$ cat config.mk
export PLATFORM = sky130hd
export DESIGN_NAME = cache_fill_seq
export DESIGN_NICKNAME = d
export VERILOG_FILES = /design/src/rtl/cache_fill_seq.sv
export SDC_FILE = /design/constraint.sdc
export NUM_CORES = 1
export LEC_CHECK = 0
export ABC_CLOCK_PERIOD_IN_PS = 1800
export CAP_MARGIN = 40
export CORE_MARGIN = 4
export CORE_UTILIZATION = 41
export CTS_CLUSTER_SIZE = 24
export DETAILED_ROUTE_END_ITERATION = 12
export GPL_TIMING_DRIVEN = 1
export PLACE_DENSITY = 0.85
export SLEW_MARGIN = 20
export SYNTH_ARGS = -nofsm -noshare
export SYNTH_HDL_FRONTEND = slang
export SYNTH_SLANG_ARGS = --single-unit
$ cat constraint.sdc
create_clock -name sysclk -period 1.8 [get_ports sysclk]
set_input_delay 0.18 -clock sysclk [delete_from_list [all_inputs] [get_ports sysclk]]
set_output_delay 0.18 -clock sysclk [all_outputs]
set_load 0.05 [all_outputs]
$ cat src/rtl/cache_fill_seq.sv
// rtl/cache_fill_seq.sv - CPU access sequencer: cache lookup, write-through memory access and line fill
module cache_fill_seq #(
    parameter int TMO_CYCLES = 255
) (
    input  logic        sysclk,
    input  logic        sys_rst,
    input  logic        REQ,
    input  logic        REQ_WR,
    input  logic [15:0] PPN_25_10,
    input  logic [10:0] CA_10_0,
    input  logic [15:0] WDATA,
    input  logic        HIT,
    input  logic        CON,
    input  logic [15:0] CD_HIT,
    output logic        MREQ,
    output logic        MWR,
    output logic [26:0] MADDR,
    output logic [15:0] MWDATA,
    input  logic        MACK,
    input  logic [15:0] MRDATA,
    output logic        CWR,
    output logic [10:0] CWA,
    output logic [15:0] CWD,
    output logic [13:0] CWPN,
    output logic        RDY,
    output logic [15:0] RDATA,
    output logic        BERR,
    output logic        BUSY
);

    typedef enum logic [2:0] {
        S_IDLE,
        S_LOOKUP,
        S_MEMRQ,
        S_FILL,
        S_DONE
    } state_t;

    // Last MEMRQ cycle index before the access is declared timed out.
    localparam logic [7:0] TMO_LAST = 8'(TMO_CYCLES - 1);

    state_t      state;
    state_t      state_nx;

    logic        wr_q;
    logic [15:0] ppn_q;
    logic [10:0] ca_q;
    logic [15:0] wdata_q;
    logic        con_q;
    logic        hitcon_q;
    logic [15:0] fill_q;
    logic [15:0] rdata_q;
    logic        berr_q;
    logic [7:0]  tmo_q;

    logic        lookup_hit;
    logic        tmo_expire;

    assign lookup_hit = !wr_q && HIT && CON;
    assign tmo_expire = !MACK && (tmo_q == TMO_LAST);

    always_comb begin
        state_nx = state;
        MREQ     = 1'b0;
        MWR      = 1'b0;
        CWR      = 1'b0;
        RDY      = 1'b0;
        BERR     = 1'b0;
        BUSY     = 1'b1;
        unique case (state)
            S_IDLE: begin
                BUSY = 1'b0;
                if (REQ) begin
                    state_nx = S_LOOKUP;
                end
            end
            S_LOOKUP: begin
                state_nx = lookup_hit ? S_DONE : S_MEMRQ;
            end
            S_MEMRQ: begin
                MREQ = 1'b1;
                MWR  = wr_q;
                if (MACK) begin
                    // Reads fill only when enabled; writes update only lines that hit.
                    if (!wr_q) begin
                        state_nx = con_q ? S_FILL : S_DONE;
                    end else begin
                        state_nx = hitcon_q ? S_FILL : S_DONE;
                    end
                end else if (tmo_expire) begin
                    state_nx = S_DONE;
                end
            end
            S_FILL: begin
                CWR      = 1'b1;
                state_nx = S_DONE;
            end
            S_DONE: begin
                RDY      = 1'b1;
                BERR     = berr_q;
                state_nx = S_IDLE;
            end
            default: begin
                state_nx = S_IDLE;
            end
        endcase
    end

    always_ff @(posedge sysclk) begin
        if (sys_rst) begin
            state    <= S_IDLE;
            wr_q     <= 1'b0;
            ppn_q    <= 16'h0000;
            ca_q     <= 11'h000;
            wdata_q  <= 16'h0000;
            con_q    <= 1'b0;
            hitcon_q <= 1'b0;
            fill_q   <= 16'h0000;
            rdata_q  <= 16'h0000;
            berr_q   <= 1'b0;
            tmo_q    <= 8'h00;
        end else begin
            state <= state_nx;
            unique case (state)
                S_IDLE: begin
                    if (REQ) begin
                        wr_q     <= REQ_WR;
                        ppn_q    <= PPN_25_10;
                        ca_q     <= CA_10_0;
                        wdata_q  <= WDATA;
                        berr_q   <= 1'b0;
                        hitcon_q <= 1'b0;
                    end
                end
                S_LOOKUP: begin
                    con_q    <= CON;
                    hitcon_q <= HIT && CON;
                    tmo_q    <= 8'h00;
                    if (lookup_hit) begin
                        rdata_q <= CD_HIT;
                    end
                end
                S_MEMRQ: begin
                    if (MACK) begin
                        if (!wr_q) begin
                            fill_q <= MRDATA;
                            if (!con_q) begin
                                rdata_q <= MRDATA;
                            end
                        end else begin
                            fill_q <= wdata_q;
                        end
                    end else if (tmo_expire) begin
                        berr_q  <= 1'b1;
                        rdata_q <= 16'hFFFF;
                    end else begin
                        tmo_q <= tmo_q + 8'h01;
                    end
                end
                S_FILL: begin
                    rdata_q <= fill_q;
                end
                default: begin
                end
            endcase
        end
    end

    assign MADDR  = {ppn_q, ca_q};
    assign MWDATA = wdata_q;
    assign CWA    = ca_q;
    assign CWPN   = ppn_q[13:0];
    assign CWD    = fill_q;
    assign RDATA  = rdata_q;

endmodule

# [Word-level counts from Yosys, hierarchy flattened]
# Cells that the tools add are included.
[totals] inputBits=82 output_inout_bits=106 regBits=90
[classes] reduce_logical=18 muxes=29 add_sub_neg=1 eq_ne=13
[op_table] op="2-to-1 mux 16 bit" count=6
[op_table] op="one-hot mux 16 bit (3 select lines)" count=1
[op_table] op="2-to-1 mux 3 bit" count=7
[op_table] op="2-to-1 mux 8 bit" count=2
[op_table] op="one-hot mux 8 bit (2 select lines)" count=1
[op_table] op="one-hot mux 3 bit (4 select lines)" count=1
[op_table] op="!= test 2 bit (second input constant)" count=5
[op_table] op="2-to-1 mux 1 bit" count=9
[op_table] op="!= test 3 bit (second input constant)" count=3
[op_table] op="adder 8 x 1 -> 8 bit (second input constant)" count=1
[op_table] op="== test 8 bit (second input constant)" count=1
[op_table] op="AND reduction 2 bit" count=4
[op_table] op="== test 3 x 2 -> 1 bit (second input constant)" count=2
[op_table] op="nonzero test 2 bit" count=3
[op_table] op="AND reduction 5 bit" count=1
[op_table] op="logical AND 1 bit" count=4
[op_table] op="one-hot mux 1 bit (2 select lines)" count=2
[op_table] op="AND reduction 4 bit" count=1
[op_table] op="== test 3 x 1 -> 1 bit (second input constant)" count=1
[op_table] op="== test 3 bit (second input constant)" count=1
[op_table] op="logical NOT 3 bit" count=1
[op_table] op="AND reduction 3 bit" count=1
[op_table] op="nonzero test 3 bit" count=1
[op_table] op="logical NOT 1 bit" count=2

# [Longest topological paths before layout]
[logic_depth] word_depth=5 depth_mapped=7

# [Least setup slack after synthesis]
# No wires, ideal clock.
[synth_timing] path_kind="reg-to-output" start="register state[1]" end="output port BERR" n_path_buf=2 stages_incl_launch_ff=5 arrival_time_ps=2372 setup_slack_ps=-752 t_required_ps=1620 cell_sequence="dfxtp_1 > buf_2 > clkbuf_1 > nor3b_1 > and2_1"
[synth_via] elab_chain_len=2
[synth_lines] element="start: declaration" line_no="42" text="state_t state;"
[synth_lines] element="start signal: assignment" line_no="123" text="state <= state_nx;"
[synth_lines] element="== test 3 bit" line_no="70" text="unique case (state)"
[synth_lines] element="2-to-1 mux 1 bit" line_no="70"
[synth_lines] element="end: declaration" line_no="27" text="output logic BERR,"
# No other way between the ends.

# [Worst setup path in the final report]
[layout_timing] start="register ppn_q[11]" end="output port CWPN[11]"
[layout_rtl] element="start: declaration" line_no="46" text="logic [15:0] ppn_q;"
[layout_rtl] element="start signal: assignment" line_no="113" text="ppn_q <= 16'h0000;"
[layout_rtl] element="start signal: assignment" line_no="128" text="ppn_q <= PPN_25_10;"
[layout_rtl] element="end: declaration" line_no="24" text="output logic [13:0] CWPN,"
# No word-level cell between the ends.

==> metrics <==
routed len/inst 16.6 um; post-synthesis average cell area 8.40 um2; Slew headroom 63.2%; CP peak stage delay 0.84 ns; reg2reg start tmo_q[0]; routability-driven placement congestion ratio 0.927; Slew Limit Fails 0; final setup skew 0.00877 ns; FF+latch count, synth 90; min-delay worst type input pin to flop; Initial Util 42.8%; main area contributors after synthesis dfxtp_1 (45%), nand2_1 (9.0%), a21oi_1 (8.4%), buf_4 (4.7%), mux2i_1 (4.2%); RSZ-0062 raised after global routing false; CTS Buffer Depth 2; CP Launch Point ppn_q[11]; pwr/cell area 839 nW/um2; Fmax 0.573 GHz; design area 6300 um2; crit-path max FO 3; GRT Total Usage 22.0%; Netlist cell types 46; Post-synth top flop dfxtp_1; CP bufs+invs 1; via count 4,013; worst hold start sys_rst; cts bufs inserted 9; clk sinks 90; sequential cell area fraction in the yosys report 44.7%; Yosys top cell area share 44.7%; vias per inst 5.15; Hold Slack 0.279 ns; nets 729; initial antenna violation count 0; CTS clk-pin slew, worst paths 0.09 ns; Core ar. 9420 um2; final worst path period need 1.74 ns; Max-Cap Viols 0; CP delay by family, top buffers and inverters; Placed Area 6040 um2; status finished, final reports clean; Gate Count Post-Synth 480; Post-Syn Nets 564; final WL 12,900 um; cells along the critical path clkdlybuf4s50_1; warnings from Yosys 0; Root Buffer Master clkbuf_8; I/O pins 188; DRC 0; crit end category output pin; post-detailed-route count of antenna-violating nets 0; Netlist Area Pre-Place 4030 um2; Pleak 2.36 nW; gr ovfl total 0; chip width 107 um; Worst-Skew Late Latency 0.35 ns; drt initial violations 190; CP max stage cell clkdlybuf4s50_1; Layout area overhead 56.2%; Die H 107 um; layout cells sized above 1 10.6%; number of hold violations in the final report 0; global-route wire length before repair 20,400 um; fin crit share 96.9%; DPL Wire Length 9870 um; H-tree depth 3; first-pass detailed-route iteration total 4; vias in the first global route 3,971; Diodes inserted 0; critical path class flop to output pin; pin count of the biggest net entering global routing 51; CTS tree done; peak supply drop 0.453 mV; final count of negative-setup-slack endpoints 0; startpoint class of the critical path flop; cell taking the most area after synthesis dfxtp_1; Rows 35; die area 11,500 um2; I/O Buffers 187; Critical Path RT 1.62 ns; Critical Path AT 1.56 ns; Worst Tran Pin Value 0.550 ns; fraction of registers with async set/reset 0%; EDFF count, synth 0
## worst reg2reg max path: stages, from the launching register on
cell and delay (ns):
dfxtp_1 0.32, inv_1 0.07, ha_1 0.14, nand4_1 0.18
buf_4 0.20, o21a_1 0.20, or3_1 0.33, a21oi_1 0.13
## sequential cells by signal (all words and copies together) (netlist names)
| register | flops |
|---|---|
| ppn_q | 16 |
| CWD | 16 |
| wr_q | 1 |
| hitcon_q | 1 |
| state | 3 |
| tmo_q | 8 |
| CWA | 11 |
| con_q | 1 |
| berr_q | 1 |
| RDATA | 16 |
| MWDATA | 16 |
## stage by stage
step	power (mW)	std cells	TNS [ns]	util, %	setup WS [ns]
after floorplan	3.30	480	-3.40	-	-0.212
after global placement	3.92	762	-1.08	64.1	-0.0790
after detailed placement	3.95	762	-1.99	64.1	-0.142
after CTS	5.31	778	0	66.2	0.000627
after global routing	5.50	779	0	66.9	0.000687
final	5.28	779	0	66.9	0.0561
## area by class of cell
type,instances,area (um2)
Clock buffer,9,124
Clock inverter,7,68.8
Fill cell,743,3120
Inverter,3,11.3
Multi-Input combinational cell,321,1880
Sequential cell,90,1800
Tap cell,129,161
Timing Repair Buffer,220,2240
## metal layers
layer / GRT usage (%) / wire (um) / vias up
li1: - / - / 1997
met1: 28.1 / 5480 / 1850
met2: 35.7 / 6310 / 148
met3: 5.42 / 873 / 18
met4: 8.31 / 247 / 0
met5: 0 / 0 / -
## path summary, 6_finish.rpt
path,depth (start not counted),slack [ns],end
worst max register to register,7,0.16,state[0]
worst min-delay path,2,0.28,ppn_q[9]
worst min register to register,2,0.47,ppn_q[14]
worst max-delay path,1,0.06,CWPN[11]
## synth_stat cells (all sizes together) (2+ instances only)
master	instances
a311oi	16
o21ai	3
nand3	9
nand2	97
inv	2
nor3b	2
nand2b	18
and2	5
buf	42
o221ai	16
or3	2
a211oi	17
nor2	20
ha	2
nor3	6
mux2i	17
a21oi	68
o21a	2
a31oi	2
dfxtp	90
clkbuf	24
## kinds of logic after synthesis
logic type / Yosys count / synth area share (%)
simple gates: 169 / 19.4
compound gates: 131 / 21.2
flops: 90 / 44.7
buf+inv: 69 / 9.40
mux: 18 / 4.50
fa+ha+maj: 2 / 0.621
xor+xnor: 1 / 0.217
## what timing repair did
action,4_1_cts,5_1_grt
buffers inserted,0,1
hold buffers,0,0
hold endpoints to repair,0,0
resized for setup,2,15
endpoints found under the setup margin,18,27
pin swaps,0,0
## placed cells by master, fill, tap and decap left out, drive strengths merged, types with 4 or more instances in the layout
cell,n
a211oi,17
a21oi,68
a311oi,16
and2,5
buf,43
clkbuf,9
clkdlybuf4s50,168
clkinv,4
dfxtp,90
dlymetal6s2s,8
mux2i,17
nand2,97
nand2b,18
nand3,9
nor2,20
nor3,6
o221ai,16
## power breakdown
part	internal, mW	switching, mW
registers	2.12	0.105
clock network	0.640	0.731
logic	0.662	1.03
total	3.42	1.87
No activity file was read; power rests on OpenSTA's default activity.
